$ cat config.mk
export PLATFORM = sky130hd
export DESIGN_NAME = seg7_scan_driver
export DESIGN_NICKNAME = d
export VERILOG_FILES = /design/src/rtl/seg7_pkg.sv /design/src/rtl/seg7_hex_decoder.sv /design/src/rtl/seg7_scan_driver.sv
export SDC_FILE = /design/constraint.sdc
export NUM_CORES = 1
export LEC_CHECK = 0
export ABC_CLOCK_PERIOD_IN_PS = 5800
export CORE_UTILIZATION = 40
export CTS_CLUSTER_DIAMETER = 150
export DETAILED_ROUTE_END_ITERATION = 16
export GPL_ROUTABILITY_DRIVEN = 0
export HOLD_SLACK_MARGIN = 0.05
export PLACE_DENSITY = 0.57
export SETUP_SLACK_MARGIN = 0.2
export SYNTH_ARGS = -nofsm -noshare
export SYNTH_HDL_FRONTEND = slang
export SYNTH_HIERARCHICAL = 1
export SYNTH_SLANG_ARGS = --single-unit
$ cat constraint.sdc
create_clock -name clk -period 5.8 [get_ports clk]
set_clock_uncertainty 0.15 [all_clocks]
set_input_delay 1.16 -clock clk [delete_from_list [all_inputs] [get_ports clk]]
set_output_delay 1.16 -clock clk [all_outputs]
set_load 0.02 [all_outputs]
$ cat src/rtl/seg7_pkg.sv
// Shared constants for the seven-segment scan driver:
// hex glyph table, segment bit positions and polarity helper.
package seg7_pkg;

  localparam int SEG_A = 0;
  localparam int SEG_B = 1;
  localparam int SEG_C = 2;
  localparam int SEG_D = 3;
  localparam int SEG_E = 4;
  localparam int SEG_F = 5;
  localparam int SEG_G = 6;

  // Active-high glyphs, bit order {g,f,e,d,c,b,a}
  localparam logic [6:0] HEX_SEG [16] = '{
    7'b0111111, 7'b0000110, 7'b1011011, 7'b1001111,
    7'b1100110, 7'b1101101, 7'b1111101, 7'b0000111,
    7'b1111111, 7'b1101111, 7'b1110111, 7'b1111100,
    7'b0111001, 7'b1011110, 7'b1111001, 7'b1110001
  };

  function automatic logic [6:0] seg_polarity(
    input logic [6:0] value,
    input bit         active_low
  );
    return active_low ? ~value : value;
  endfunction

endpackage

$ cat src/rtl/seg7_hex_decoder.sv
// Combinational 4-bit code to active-high
// seven-segment pattern.
module seg7_hex_decoder
  import seg7_pkg::*;
(
  input  logic [3:0] code,
  output logic [6:0] seg
);

  assign seg = HEX_SEG[code];

endmodule

$ cat src/rtl/seg7_scan_driver.sv
// Time-multiplexed N-digit seven-segment driver with
// frame-aligned updates and leading-zero blanking.
module seg7_scan_driver
  import seg7_pkg::*;
#(
  parameter int NUM_DIGITS     = 4,
  parameter int PRESCALE       = 50000,
  parameter bit SEG_ACTIVE_LOW = 1'b1,
  parameter bit AN_ACTIVE_LOW  = 1'b1
) (
  input  logic                    clk,
  input  logic                    rst_n,
  input  logic [4*NUM_DIGITS-1:0] digits_i,
  input  logic [NUM_DIGITS-1:0]   dp_i,
  input  logic                    load_i,
  input  logic                    blank_lz_i,
  output logic [6:0]              seg_o,
  output logic                    dp_o,
  output logic [NUM_DIGITS-1:0]   an_o,
  output logic                    frame_done_o
);

  localparam int PW =
    (PRESCALE > 1) ? $clog2(PRESCALE) : 1;
  localparam int IW =
    (NUM_DIGITS > 1) ? $clog2(NUM_DIGITS) : 1;

  localparam logic [PW-1:0] PC_LAST =
    PW'(PRESCALE - 1);
  localparam logic [IW-1:0] IDX_LAST =
    IW'(NUM_DIGITS - 1);

  localparam logic [6:0] SEG_OFF =
    {7{SEG_ACTIVE_LOW}};
  localparam logic [NUM_DIGITS-1:0] AN_OFF =
    {NUM_DIGITS{AN_ACTIVE_LOW}};

  logic [PW-1:0]           pc;
  logic [IW-1:0]           idx;
  logic                    tick;
  logic                    fb;

  logic [4*NUM_DIGITS-1:0] disp;
  logic [NUM_DIGITS-1:0]   disp_dp;
  logic [4*NUM_DIGITS-1:0] pend;
  logic [NUM_DIGITS-1:0]   pend_dp;
  logic                    pend_v;

  logic [NUM_DIGITS-1:0]   lz;
  logic [NUM_DIGITS-1:0]   an_hot;
  logic [3:0]              code;
  logic                    cur_dp;
  logic                    cur_lz;
  logic                    blank;
  logic [6:0]              raw_seg;
  logic [6:0]              lit_seg;

  assign tick = (pc == PC_LAST);
  assign fb   = tick && (idx == IDX_LAST);

  always_ff @(posedge clk) begin
    if (!rst_n) begin
      pc  <= '0;
      idx <= '0;
    end else begin
      pc <= tick ? '0 : pc + 1'b1;
      if (tick) begin
        idx <= (idx == IDX_LAST) ? '0 : idx + 1'b1;
      end
    end
  end

  // A load coinciding with the frame edge bypasses
  // the pending stage so it is never lost or delayed.
  always_ff @(posedge clk) begin
    if (!rst_n) begin
      disp    <= '0;
      disp_dp <= '0;
      pend    <= '0;
      pend_dp <= '0;
      pend_v  <= 1'b0;
    end else if (fb && load_i) begin
      disp    <= digits_i;
      disp_dp <= dp_i;
      pend_v  <= 1'b0;
    end else begin
      if (load_i) begin
        pend    <= digits_i;
        pend_dp <= dp_i;
        pend_v  <= 1'b1;
      end
      if (fb && pend_v) begin
        disp    <= pend;
        disp_dp <= pend_dp;
        pend_v  <= 1'b0;
      end
    end
  end

  // lz[k]: display digits NUM_DIGITS-1 down to k all zero
  always_comb begin
    lz = '0;
    lz[NUM_DIGITS-1] =
      (disp[4*NUM_DIGITS-1 -: 4] == 4'd0);
    for (int k = NUM_DIGITS - 2; k >= 0; k--) begin
      lz[k] = lz[k+1] && (disp[4*k +: 4] == 4'd0);
    end
  end

  always_comb begin
    code   = '0;
    cur_dp = 1'b0;
    cur_lz = 1'b0;
    an_hot = '0;
    for (int k = 0; k < NUM_DIGITS; k++) begin
      if (idx == IW'(k)) begin
        code      = disp[4*k +: 4];
        cur_dp    = disp_dp[k];
        cur_lz    = lz[k];
        an_hot[k] = 1'b1;
      end
    end
  end

  assign blank =
    blank_lz_i && (idx != '0) && cur_lz;

  seg7_hex_decoder u_dec (
    .code (code),
    .seg  (raw_seg)
  );

  assign lit_seg = blank ? 7'b0 : raw_seg;

  always_ff @(posedge clk) begin
    if (!rst_n) begin
      seg_o        <= SEG_OFF;
      dp_o         <= SEG_ACTIVE_LOW;
      an_o         <= AN_OFF;
      frame_done_o <= 1'b0;
    end else begin
      seg_o <= seg_polarity(lit_seg, SEG_ACTIVE_LOW);
      dp_o  <= cur_dp ^ SEG_ACTIVE_LOW;
      an_o  <= an_hot ^ AN_OFF;
      frame_done_o <= fb;
    end
  end

endmodule

==> results.md, run 1 <==
Status:
- The run finished with clean final reports.

Critical path:
- The highest fanout seen on the critical path is a little over 40.
- The startpoint identified for the worst register-to-register timing path is idx[1]$_SDFFE_PN0P_.
- The start point of the critical path is load_i.
- The worst setup path is captured at a flip-flop.
- The worst setup path is launched from a primary input.
- The required time at the worst-slack endpoint is just under 6000 ps.
- The type of the worst setup path is primary input to flip-flop.
- Setup slack on the worst reg-to-reg path comes out at 2740 ps.
- The path depth of the worst reg2reg path is 10.
- For the worst setup path, the data arrival time is around 3500 ps.

Global routing:
- The number of global-route vias before repair was approximately 2.5k.
- The initial antenna violation count came to 0.
- For this run the aggregate overflow at the end of global routing stands at 0.
- The total routing usage reported by global routing is ~17%.
- The largest net degree at the start of global routing is 57.
- The first-pass GRT wire length is between 10000 and 15000 um.

Synthesis:
- Of the post-synthesis cell area, the part taken by muxes is approximately 9%.
- Summing every instance area after synthesis gives 0.00343 mm2.
- Synthesis produced a netlist with a net count of around 430.
- The total number of yosys warnings is 6.
- The synthesized netlist devotes roughly 3.6% of its cell area to XOR and XNOR gates.
- The synthesized netlist devotes roughly 4.4% of its cell area to adder and majority cells.
- The fraction of registers with async set/reset is 0%.
- The synthesized design contains 0 enable-type register cells.
- After synthesis, the largest family of logic cells by area is simple AND/OR/NAND/NOR gates.
- The compound-gate portion of the synthesized area is ~12%.
- The post-synthesis sequential area ratio is a little over two fifths.
- In the synthesized netlist, the number of instances is 396.
- Counting flops and latches in the post-synthesis netlist gives between 70 and 80.
- The post-synthesis simple-gate area fraction is a little under a quarter.
- After synthesis, the netlist uses 44 different library cells.
- Averaged over all synthesized cells, the footprint is 8.65 um2.
- The predominant post-synthesis flop cell is sky130_fd_sc_hd__dfxtp_1.

Clock tree:
- The H-tree depth reported by CTS is 3.
- The number of buffers between clock root and the deepest sink is 2.
- The post-cts resize count is 0.
- The CTS tree is yes.
- CTS placed an instance of sky130_fd_sc_hd__clkbuf_8 at the clock tree root.
- The number of buffers created by CTS is 9.
- After clock tree synthesis, the clock-pin slew on the worst setup and hold paths is ~70 ps.
- The hold buffer count at cts is 0.
- After clock tree synthesis, the setup repair step added 0 buffers.
- The tree built by TritonCTS fans out to between 70 and 80 sinks.
- At the later pin of the worst-skew pair, clock insertion delay measures roughly 330 ps.

Min path:
- The path class of the tightest hold or removal check is flip-flop to flip-flop.
- The worst hold path startpoint is pend[5]$_SDFFE_PN0P_.
- The worst hold path stage count is 2.

STA:
- Setup violations remaining at the end of the flow were counted as 0.
- The final max-slew violation count was 0.
- After layout, the minimum clock period comes to roughly 3300 ps.
- The transition time at the pin with the least slew margin is between 1000 and 1500 ps.
- The tightest hold path in the finished design has a slack of between 300 and 400 ps.
- The total count of hold-check failures in the final report is 0.
- Derived from the worst setup path, the maximum achievable clock frequency is around 300 MHz.
- Adding up every negative setup slack in the final design gives 0 ps.
- The share of the clock period used by the worst path is roughly 57%.
- In this run the tightest slew margin relative to its limit is 17.1%.
- Setup repair after global routing left no endpoint under its margin.

Route:
- The number of nets with antenna violations after detailed routing is 0.
- The routed via count is about 2.7k.
- The first-pass detailed-route iteration total is 4.
- In this run, the number of DRC markers left after iteration 0 of detailed routing was a little under 90.
- Dividing the detail-routed via count by the number of cells gives 5.06.
- In the routed design, unresolved DRC markers number 0.
- The final layout contains routed wiring with a total length of roughly 6800 um.
- In the final routed layout, each cell accounts on average for 12.7 um.

Final layout:
- The final net count is about 460.
- The filler-free cell count of the finished design is roughly 530.
- The number of antenna cells inserted is 0.
- The signed area change from the synthesized netlist to the final layout is 16.1%.
- The share of final-layout standard cells stronger than drive strength 1 is ~6.6%.

Floorplanning:
- The area of the die is 0.00894 mm2.
- The floorplan has 33 rows.
- The initial utilization of the core area, before any placement, comes to between 40% and 50%.
- The width of the chip is 94.5 um.
- The floorplan step set the die height to about 95 um.
- In this run the standard cell core region covers a little over 0.008 mm2.
- The count of boundary I/O pins is 37.

Run:
- Max-cap violations in this run came to 0.

Placement:
- During placement, the flow inserted port buffers numbering 36.
- The detailed placer's ending HPWL is roughly 4600 um.
- The total placed cells including tap cells is 516.

Power and ir drop:
- Summed over all cells, the static leakage comes to 1.48 nW.
- The power density relative to cell area is around 240 mW/mm2.
- VDD sags by at most 0.000133 V.
-- synthesized netlist by cell type (3+ instances only) --
master / count / share of area [%]
sky130_fd_sc_hd__nand3_1: 14 / 2.0
sky130_fd_sc_hd__mux2_2: 3 / 0.99
sky130_fd_sc_hd__ha_1: 12 / 4.4
sky130_fd_sc_hd__nand3b_1: 6 / 1.3
sky130_fd_sc_hd__a22oi_1: 3 / 0.66
sky130_fd_sc_hd__clkbuf_1: 14 / 1.5
sky130_fd_sc_hd__a22o_1: 18 / 4.6
sky130_fd_sc_hd__inv_1: 12 / 1.3
sky130_fd_sc_hd__o21ai_0: 22 / 3.2
sky130_fd_sc_hd__buf_2: 3 / 0.44
sky130_fd_sc_hd__nor2b_1: 3 / 0.55
sky130_fd_sc_hd__nand2_1: 93 / 10
sky130_fd_sc_hd__dfxtp_1: 72 / 42
sky130_fd_sc_hd__xnor2_1: 12 / 3.1
sky130_fd_sc_hd__nor4_2: 3 / 1.1
sky130_fd_sc_hd__nor4_1: 5 / 0.91
sky130_fd_sc_hd__nand4_1: 4 / 0.73
sky130_fd_sc_hd__nor2_1: 23 / 2.5
sky130_fd_sc_hd__nor3_1: 6 / 0.88
sky130_fd_sc_hd__mux2i_1: 24 / 7.0
sky130_fd_sc_hd__a21oi_1: 13 / 1.9
sky130_fd_sc_hd__buf_6: 4 / 1.3
-- area by class of cell --
cell class	instances	area, um2
fillers	805	4280
clock inverters	2	12.5
multi-input cells	288	1800
inverters	12	45.0
flip-flops and latches	72	1440
repair buffers	39	378
clock buffers	14	173
well taps	105	131
-- final timing paths --
kind	endpoint
max	disp[5]$_SDFFE_PN0P_
min	pend[5]$_SDFFE_PN0P_
max reg2reg	seg_o[3]$_SDFF_PN1_
min reg2reg	pend[5]$_SDFFE_PN0P_
-- critical path: stages --
cell	delay [ps]
sky130_fd_sc_hd__clkdlybuf4s50_1	1040
sky130_fd_sc_hd__or2_2	590
sky130_fd_sc_hd__a41oi_1	210
sky130_fd_sc_hd__buf_4	270
sky130_fd_sc_hd__a22o_1	170
-- placed cells by master, fill, tap and decap left out, types with 13 or more instances in the layout --
cell	count
sky130_fd_sc_hd__a21oi_1	13
sky130_fd_sc_hd__a22o_1	18
sky130_fd_sc_hd__clkdlybuf4s50_1	35
sky130_fd_sc_hd__dfxtp_1	72
sky130_fd_sc_hd__mux2i_1	24
sky130_fd_sc_hd__nand2_1	93
sky130_fd_sc_hd__nand3_1	14
sky130_fd_sc_hd__nor2_1	23
sky130_fd_sc_hd__o21ai_0	22
-- metal layers --
metal	track usage (%)	share of wire, %	vias to the layer above
met2	28.1	45	35
li1	-	-	1413
met5	0	0	-
met3	5.07	2.8	4
met4	3.79	0.49	0
met1	22.2	52	1242
-- stage by stage --
step | setup slack, ps | cell area (um2) | utilization (%) | total power [mW]
after floorplan | 3110 | 3430 | - | 0.570
after global placement | 2170 | 3790 | 45.9 | 0.599
after detailed placement | 2140 | 3790 | 45.9 | 0.601
after CTS | 2490 | 3980 | 48.2 | 0.968
after global routing | 2250 | 3980 | 48.2 | 1.00
final | 2470 | 3980 | 48.2 | 0.952
-- logic make-up after synthesis --
family,Yosys count
compound gates,64
xor+xnor,14
fa+ha+maj,12
buf+inv,36
flops,72
mux,28
simple gates,170
-- power breakdown --
group          internal [mW]  switching (mW)
sequential             0.508         0.00916
combinational         0.0342          0.0373
clock                  0.190           0.174
-- sequential cells by signal, indices dropped and copies added (netlist names), 2 cells and up --
signal,cells
disp,16
pend_dp,4
disp_dp,4
seg_o,7
idx,2
an_o,4
pc,16
pend,16
(Power assumes the default switching activity.)
==> run 2: changes to the inputs <==
--- a/config.mk
+++ b/config.mk
@@ -5,7 +5,7 @@
 export SDC_FILE = /design/constraint.sdc
 export NUM_CORES = 1
 export LEC_CHECK = 0
-export ABC_CLOCK_PERIOD_IN_PS = 5800
+export ABC_CLOCK_PERIOD_IN_PS = 3480
 export CORE_UTILIZATION = 40
 export CTS_CLUSTER_DIAMETER = 150
 export DETAILED_ROUTE_END_ITERATION = 16
==> constraint.sdc (replaced) <==
create_clock -name clk -period 3.48 [get_ports clk]
set_clock_uncertainty 0.15 [all_clocks]
set_input_delay 0.696 -clock clk [delete_from_list [all_inputs] [get_ports clk]]
set_output_delay 0.696 -clock clk [all_outputs]
set_load 0.02 [all_outputs]
==> results.md, run 2 (synthesis gave the netlist of run 1 again) <==
Clock tree:
- The insertion delay to the later sink of the worst-skew pair is 350 ps (was 330 ps).
- The number of buffers created by CTS is 9 (unchanged).
- The cell at the root of the clock tree is sky130_fd_sc_hd__clkbuf_8 (unchanged).
- The number of buffers between clock root and the deepest sink is 2 (unchanged).
- The hold buffer count at cts came to 0 (unchanged).
- The CTS sink count is 72 (unchanged).
- The clock edge transition at the registers on the reported setup and hold paths is 70 ps (about the same).
- The H-tree depth reported by CTS is 3 (unchanged).
- The number of post-CTS setup repair buffers is 0 (unchanged).
- The CTS tree is yes (unchanged).
- The post-cts resize count is 0 (unchanged).

Power and ir drop:
- The leakage power is 1.54 nW (was 1.48 nW).
- The portion of total power attributed to combinational logic is 6.6% (was 7.5%).
- The sequential fraction of design power was 47.1% (was 54.3%).
- The portion of total power attributed to the clock network is 46.2% (was 38.2%).
- The net switching share of the total power is 21.2% (was 23.1%).
- The worst IR drop on VDD is 0.000233 V (was 0.000133 V).
- The total net switching power is 387 uW (was 220 uW).
- The power density relative to cell area is 448 mW/mm2 (was 239 mW/mm2).
- The internal portion of total power is 1.44 mW (was 732 uW).

Global routing:
- The first-pass GRT wire length is 12100 um (was 11900 um).
- The total overflow reported by the global router came to 0 (unchanged).
- The largest net degree at the start of global routing was 37 (was 57).
- The number of global-route vias before repair is 2560 (was 2543).
- The initial antenna violation count is 0 (unchanged).
- The total routing usage reported by global routing is 17.7% (was 17.2%).

Floorplanning:
- The area of the placeable core came to 0.00826 mm2 (unchanged).
- The placement row count came to 33 (unchanged).
- The count of boundary I/O pins is 37 (unchanged).
- The area of the die came to 0.00894 mm2 (unchanged).
- The width of the chip was 94.5 um (unchanged).
- The y dimension of the die is 94.5 um (unchanged).
- The effective utilization at floorplan is 41.5% (unchanged).

Placement:
- The total placed instance area is 0.00382 mm2 (was 0.00379 mm2).
- The number of buffers added on ports was 36 (unchanged).
- The detailed placer's ending HPWL is 4960 um (was 4620 um).
- The setup slack after placement is 530 ps (was 2140 ps).

Route:
- The number of DRC markers in iteration 0 is 113 (was 89).
- The detail-routed via count per cell came to 5.05 (was 5.06).
- The total detailed-routing wirelength is 7020 um (was 6770 um).
- The first-pass detailed-route iteration total was 4 (unchanged).
- The detailed-route DRC error count was 0 (unchanged).
- The average wire per cell in the routed design is 13.1 um (was 12.7 um).
- The routed via count came to 2704 (was 2694).
- The number of nets with antenna violations after detailed routing came to 0 (unchanged).

Final layout:
- The design area came to 0.00408 mm2 (was 0.00398 mm2).
- The final net count is 461 (was 458).
- The number of antenna cells inserted is 0 (unchanged).
- The share of final-layout standard cells stronger than drive strength 1 came to 7.67% (was 6.56%).
- The signed area change from the synthesized netlist to the final layout is 19.1% (was 16.1%).
- The layout filler cell count came to 812 (was 805).
- The final standard cell utilization of the core is 49.4% (was 48.2%).
- The leading cell type in the layout, fill and taps excluded is sky130_fd_sc_hd__nand2_1 (unchanged).
- Most frequent cells in the layout: sky130_fd_sc_hd__nand2_1 (93), sky130_fd_sc_hd__dfxtp_1 (72), sky130_fd_sc_hd__clkdlybuf4s50_1 (35), sky130_fd_sc_hd__mux2i_1 (24), sky130_fd_sc_hd__nor2_1 (23) (unchanged).
- Biggest regs: disp (16), pc (16), pend (16) (unchanged).

STA:
- The worst-case setup margin in the final layout is 529 ps (was 2470 ps).
- The maximum achievable frequency is ~340 MHz.
- The post-route setup TNS is 0 ps (unchanged).
- RSZ-0062 raised after global routing: false (unchanged).
- The total count of hold-check failures in the final report is 0 (unchanged).
- The final max-slew violation count is 0 (unchanged).
- The setup-violating endpoint count in the final report is 0 (unchanged).
- The share of the clock period used by the worst path is approximately 85%.
- For the finished layout, the period the worst path requires is approximately 3000 ps.
- The final worst hold slack came to 309 ps (was 308 ps).
- The transition time at the pin with the least slew margin is 737 ps (was 1230 ps).
- The worst slew slack as a fraction of its limit was 50.8% (was 17.1%).

Run:
- The max-cap violation count came to 0 (unchanged).

Min path:
- The worst hold path startpoint was pend[7]$_SDFFE_PN0P_ (was pend[5]$_SDFFE_PN0P_).
- The worst hold path stage count was 2 (unchanged).
- The worst-case hold path end point is pend[7]$_SDFFE_PN0P_ (was pend[5]$_SDFFE_PN0P_).
- The worst hold-check path type was flip-flop to flip-flop (unchanged).

Critical path:
- The path depth of the worst reg2reg path is 10 (unchanged).
- The highest fanout seen on the critical path is 12 (was 41).
- The type of the worst setup path is flip-flop to flip-flop (was primary input to flip-flop).
- The setup slack of the worst register-to-register path is 530 ps (was 2740 ps).
- The start of the worst register-to-register path is idx[1]$_SDFFE_PN0P_ (unchanged).
- The sort of element at the start of the critical path was a flip-flop (was primary input).
- The endpoint of the worst register-to-register path is seg_o[3]$_SDFF_PN1_ (unchanged).
- The required time at the worst-slack endpoint came to 3610 ps (was 5930 ps).
- The endpoint class of the critical path is a flip-flop (unchanged).
- The critical path data arrival time is 3080 ps (was 3450 ps).

Status:
- Outcome: finished, final reports clean (unchanged).
==> run 2: cell count changes in the layout (fill, tap and decap cells not counted) <==
cell | before | now
sky130_fd_sc_hd__bufinv_16 | 0 | 3
sky130_fd_sc_hd__clkbuf_1 | 2 | 0
sky130_fd_sc_hd__clkinv_4 | 0 | 1
sky130_fd_sc_hd__clkinv_2 | 1 | 0
sky130_fd_sc_hd__buf_4 | 3 | 6
sky130_fd_sc_hd__clkinvlp_4 | 1 | 0
==> run 2: cell type report <==
| type | instances | area [um2] | area share (%) |
|---|---|---|---|
| Multi-Input combinational cell | 288 | 1800 | 44.1 |
| Sequential cell | 72 | 1440 | 35.3 |
| Timing Repair Buffer | 42 | 400 | 9.81 |
| Clock buffer | 12 | 165 | 4.05 |
| Tap cell | 105 | 131 | 3.22 |
| Clock inverter | 4 | 98.8 | 2.42 |
| Inverter | 12 | 45.0 | 1.10 |
==> run 2: worst max path at each step <==
stage	start	endpoint	slack [ps]
2_1_floorplan	idx[1]$_SDFFE_PN0P_	seg_o[3]$_SDFF_PN1_	790
3_3_place_gp	idx[1]$_SDFFE_PN0P_	seg_o[3]$_SDFF_PN1_	720
3_5_place_dp	idx[1]$_SDFFE_PN0P_	seg_o[3]$_SDFF_PN1_	530
4_1_cts	idx[1]$_SDFFE_PN0P_	seg_o[3]$_SDFF_PN1_	510
5_1_grt	idx[1]$_SDFFE_PN0P_	seg_o[3]$_SDFF_PN1_	220
6_report	idx[1]$_SDFFE_PN0P_	seg_o[3]$_SDFF_PN1_	530
==> run 2: through the flow <==
stage	cells	power [mW]
after floorplan	396	0.950
after global placement	519	1.00
after detailed placement	519	1.00
after CTS	535	1.86
after global routing	535	1.91
final	535	1.83
==> run 2: per-layer routing <==
| layer | track usage, % | share of wire [%] | vias to the layer above |
|---|---|---|---|
| li1 | - | - | 1428 |
| met2 | 28.2 | 46 | 47 |
| met1 | 22.7 | 49 | 1224 |
| met3 | 5.80 | 4.3 | 5 |
| met5 | 0 | 0 | - |
| met4 | 5.30 | 0.81 | 0 |
==> run 2: power by group through the flow <==
stage               clock [mW]  sequential, mW  combinational [mW]
floorplan                    0           0.880              0.0701
global placement             0           0.880               0.121
detailed placement           0           0.881               0.123
CTS                      0.874           0.861               0.123
global route             0.910           0.864               0.136
finish                   0.845           0.861               0.121
==> run 2: critical path, stage by stage, from the launching register on <==
cell	delay (ps)
sky130_fd_sc_hd__dfxtp_1	370
sky130_fd_sc_hd__inv_1	70
sky130_fd_sc_hd__ha_1	300
sky130_fd_sc_hd__nand3b_1	210
sky130_fd_sc_hd__a21oi_1	150
sky130_fd_sc_hd__a21oi_1	50
sky130_fd_sc_hd__o21ai_0	480
sky130_fd_sc_hd__inv_1	200
sky130_fd_sc_hd__ha_1	340
sky130_fd_sc_hd__mux4_1	490
sky130_fd_sc_hd__nand3_1	80
==> run 3: changes to the inputs <==
--- a/config.mk
+++ b/config.mk
@@ -5,13 +5,13 @@
 export SDC_FILE = /design/constraint.sdc
 export NUM_CORES = 1
 export LEC_CHECK = 0
-export ABC_CLOCK_PERIOD_IN_PS = 3480
+export ABC_CLOCK_PERIOD_IN_PS = 2600
 export CORE_UTILIZATION = 40
 export CTS_CLUSTER_DIAMETER = 150
 export DETAILED_ROUTE_END_ITERATION = 16
 export GPL_ROUTABILITY_DRIVEN = 0
 export HOLD_SLACK_MARGIN = 0.05
-export PLACE_DENSITY = 0.57
+export PLACE_DENSITY = 0.59
 export SETUP_SLACK_MARGIN = 0.2
 export SYNTH_ARGS = -nofsm -noshare
 export SYNTH_HDL_FRONTEND = slang
==> constraint.sdc (replaced) <==
create_clock -name clk -period 2.6 [get_ports clk]
set_clock_uncertainty 0.15 [all_clocks]
set_input_delay 0.52 -clock clk [delete_from_list [all_inputs] [get_ports clk]]
set_output_delay 0.52 -clock clk [all_outputs]
set_load 0.02 [all_outputs]
==> results.md, run 3 (synthesis gave the netlist of run 1 again) <==
STA:
- The final max-slew violation count was 0 (unchanged).
- The final critical path time including I/O delays and setup came to 2320 ps (was 2950 ps).
- The transition time at the pin with the least slew margin is 656 ps (was 737 ps).
- The maximum achievable frequency is 431 MHz (was 339 MHz).
- The total count of hold-check failures in the final report is 0 (unchanged).
- The worst slew slack as a fraction of its limit is 56.3% (was 50.8%).
- The share of the clock period used by the worst path came to 89.2% (was 84.8%).
- The setup-violating endpoint count in the final report is 0 (unchanged).
- RSZ-0062 raised after global routing: true (was false).
- The post-route setup TNS came to 0 ps (unchanged).

Critical path:
- The endpoint of the worst register-to-register path is seg_o[4]$_SDFF_PN1_ (was seg_o[3]$_SDFF_PN1_).
- The highest fanout seen on the critical path is 7 (was 12).
- The setup slack of the worst register-to-register path is 280 ps (was 530 ps).
- The start of the worst register-to-register path is idx[1]$_SDFFE_PN0P_ (unchanged).
- The sort of element at the start of the critical path is a flip-flop (unchanged).
- The required time at the worst-slack endpoint is 2710 ps (was 3610 ps).
- The endpoint class of the critical path is a flip-flop (unchanged).
- The type of the worst setup path is flip-flop to flip-flop (unchanged).
- The critical path data arrival time came to 2430 ps (was 3080 ps).
- The path depth of the worst reg2reg path is 12 (was 10).
- The termination of the worst setup path is seg_o[4]$_SDFF_PN1_ (was seg_o[3]$_SDFF_PN1_).
- The start point of the critical path is idx[1]$_SDFFE_PN0P_ (unchanged).

Clock tree:
- The number of buffers between clock root and the deepest sink was 2 (unchanged).
- The CTS sink count is 72 (unchanged).
- The H-tree depth reported by CTS was 3 (unchanged).
- The number of buffers created by CTS came to 9 (unchanged).
- The CTS tree was yes (unchanged).
- The cell at the root of the clock tree is sky130_fd_sc_hd__clkbuf_8 (unchanged).
- The clock edge transition at the registers on the reported setup and hold paths was 70 ps (about the same).
- The insertion delay to the later sink of the worst-skew pair was 340 ps (was 350 ps).

Floorplanning:
- The placement row count came to 33 (unchanged).
- The area of the die came to 0.00894 mm2 (unchanged).
- The width of the chip was 94.5 um (unchanged).
- The count of boundary I/O pins is 37 (unchanged).
- The area of the placeable core is 0.00826 mm2 (unchanged).
- The effective utilization at floorplan is 41.5% (unchanged).
- The y dimension of the die came to 94.5 um (unchanged).

Final layout:
- The layout filler cell count is 796 (was 812).
- The signed area change from the synthesized netlist to the final layout is 22.1% (was 19.1%).
- The filler-free cell count of the finished design came to 549 (was 535).
- The storage element area is 0.00145 mm2 (was 0.00144 mm2).
- The leading cell type in the layout, fill and taps excluded is sky130_fd_sc_hd__nand2_1 (unchanged).
- Biggest regs: disp (16), pc (16), pend (16) (unchanged).
- Most frequent cells in the layout: sky130_fd_sc_hd__nand2_1 (93), sky130_fd_sc_hd__dfxtp_1 (70), sky130_fd_sc_hd__clkdlybuf4s50_1 (35), sky130_fd_sc_hd__mux2i_1 (24), sky130_fd_sc_hd__nor2_1 (23) (was sky130_fd_sc_hd__nand2_1 (93), sky130_fd_sc_hd__dfxtp_1 (72), sky130_fd_sc_hd__clkdlybuf4s50_1 (35), sky130_fd_sc_hd__mux2i_1 (24), sky130_fd_sc_hd__nor2_1 (23)).
- The final net count is 479 (was 461).
- The number of antenna cells inserted is 0 (unchanged).
- The share of final-layout standard cells stronger than drive strength 1 is 14.6% (was 7.67%).
- The final standard cell utilization of the core came to 50.7% (was 49.4%).
- The combined area of the multi-input logic cells is 0.00185 mm2 (was 0.00180 mm2).

Global routing:
- The total routing usage reported by global routing came to 17.8% (was 17.7%).
- The initial antenna violation count is 0 (unchanged).
- The total overflow reported by the global router is 0 (unchanged).
- The largest net degree at the start of global routing is 41 (was 37).
- The number of global-route vias before repair is 2581 (was 2560).
- The first-pass GRT wire length is 12400 um (was 12100 um).

Placement:
- The total placed cells including tap cells came to 524 (was 519).
- The number of buffers added on ports is 36 (unchanged).
- The detailed placer's ending HPWL is 5000 um (was 4960 um).

Status:
- Outcome: finished, final reports clean (unchanged).

Route:
- The number of DRC markers in iteration 0 is 129 (was 113).
- The first-pass detailed-route iteration total is 4 (unchanged).
- The total detailed-routing wirelength is 7400 um (was 7020 um).
- The number of nets with antenna violations after detailed routing was 0 (unchanged).
- The detailed-route DRC error count was 0 (unchanged).
- The average wire per cell in the routed design is 13.5 um (was 13.1 um).
- The detail-routed via count per cell is 5.08 (was 5.05).
- The routed via count is 2788 (was 2704).

Power and ir drop:
- The worst IR drop on VDD is 0.000260 V (was 0.000233 V).
- The power density relative to cell area is 487 mW/mm2 (was 448 mW/mm2).
- The leakage power is 1.60 nW (was 1.54 nW).

Min path:
- The worst hold-check path type is flip-flop to flip-flop (unchanged).

Run:
- The max-cap violation count was 0 (unchanged).
-- run 3: cell types whose count changed in the layout (fill, tap and decap cells not counted), sizes merged --
cell    delta
bufinv     -3
buf       +18
clkinv     +1
clkbuf     -2
-- run 3: metrics by stage --
step                      setup slack, ps  cell area (um2)  total power [mW]  hold WS (ps)
after CTS                             213             4090              2.07           312
after global placement                218             3880              1.34           292
final                                 280             4180              2.04           309
after floorplan                       221             3450              1.27           279
after global routing                  137             4180              2.14           328
after detailed placement              100             3880              1.35           300
-- run 3: area by class of cell --
cell class | count | share of cell area (%)
Clock buffer | 10 | 3.29
Clock inverter | 2 | 0.239
Inverter | 12 | 1.14
Multi-Input combinational cell | 288 | 44.3
Sequential cell | 72 | 34.6
Tap cell | 105 | 3.14
Timing Repair Buffer | 60 | 13.2
-- run 3: worst max-delay path: stages (launching register included) --
cell	delay, ps
sky130_fd_sc_hd__dfxtp_4	370
sky130_fd_sc_hd__inv_4	50
sky130_fd_sc_hd__ha_4	170
sky130_fd_sc_hd__nand3b_1	160
sky130_fd_sc_hd__a21oi_1	130
sky130_fd_sc_hd__a21oi_1	70
sky130_fd_sc_hd__o21ai_2	250
sky130_fd_sc_hd__inv_2	110
sky130_fd_sc_hd__buf_6	120
sky130_fd_sc_hd__ha_1	190
sky130_fd_sc_hd__nor2b_1	130
sky130_fd_sc_hd__o32a_1	270
sky130_fd_sc_hd__nand3_1	70
-- run 3: power breakdown --
group	switching, mW	internal, mW
combinational	0.0900	0.0808
clock	0.374	0.348
sequential	0.0150	1.13
total	0.479	1.56
-- run 3: timing repair --
action | CTS | global route
hold buffers | 0 | 0
endpoints found under the setup margin | 4 | 4
pin swaps | 3 | 5
gates cloned | 0 | 1
gates resized for setup | 6 | 16
setup buffers | 5 | 7
-- run 3: how the worst min path moves through the flow --
stage / slack, ps / from / to / cells after the start
finish: 310 / pend_dp[3]$_SDFFE_PN0P_ / pend_dp[3]$_SDFFE_PN0P_ / 2
global route: 330 / pc[0]$_SDFF_PP0_ / pc[0]$_SDFF_PP0_ / 1
CTS: 310 / pend[14]$_SDFFE_PN0P_ / pend[14]$_SDFFE_PN0P_ / 2
detailed placement: 300 / pc[0]$_SDFF_PP0_ / pc[0]$_SDFF_PP0_ / 1
global placement: 290 / pend[5]$_SDFFE_PN0P_ / pend[5]$_SDFFE_PN0P_ / 2
floorplan: 280 / pc[0]$_SDFF_PP0_ / pc[0]$_SDFF_PP0_ / 1
-- run 3: layer usage --
metal | routed length [um] | vias to the layer above | track usage [%]
met3 | 227 | 6 | 5.07
met5 | 0 | - | 0
met4 | 73 | 0 | 4.92
li1 | - | 1454 | -
met2 | 3480 | 45 | 28.4
met1 | 3620 | 1283 | 23.4
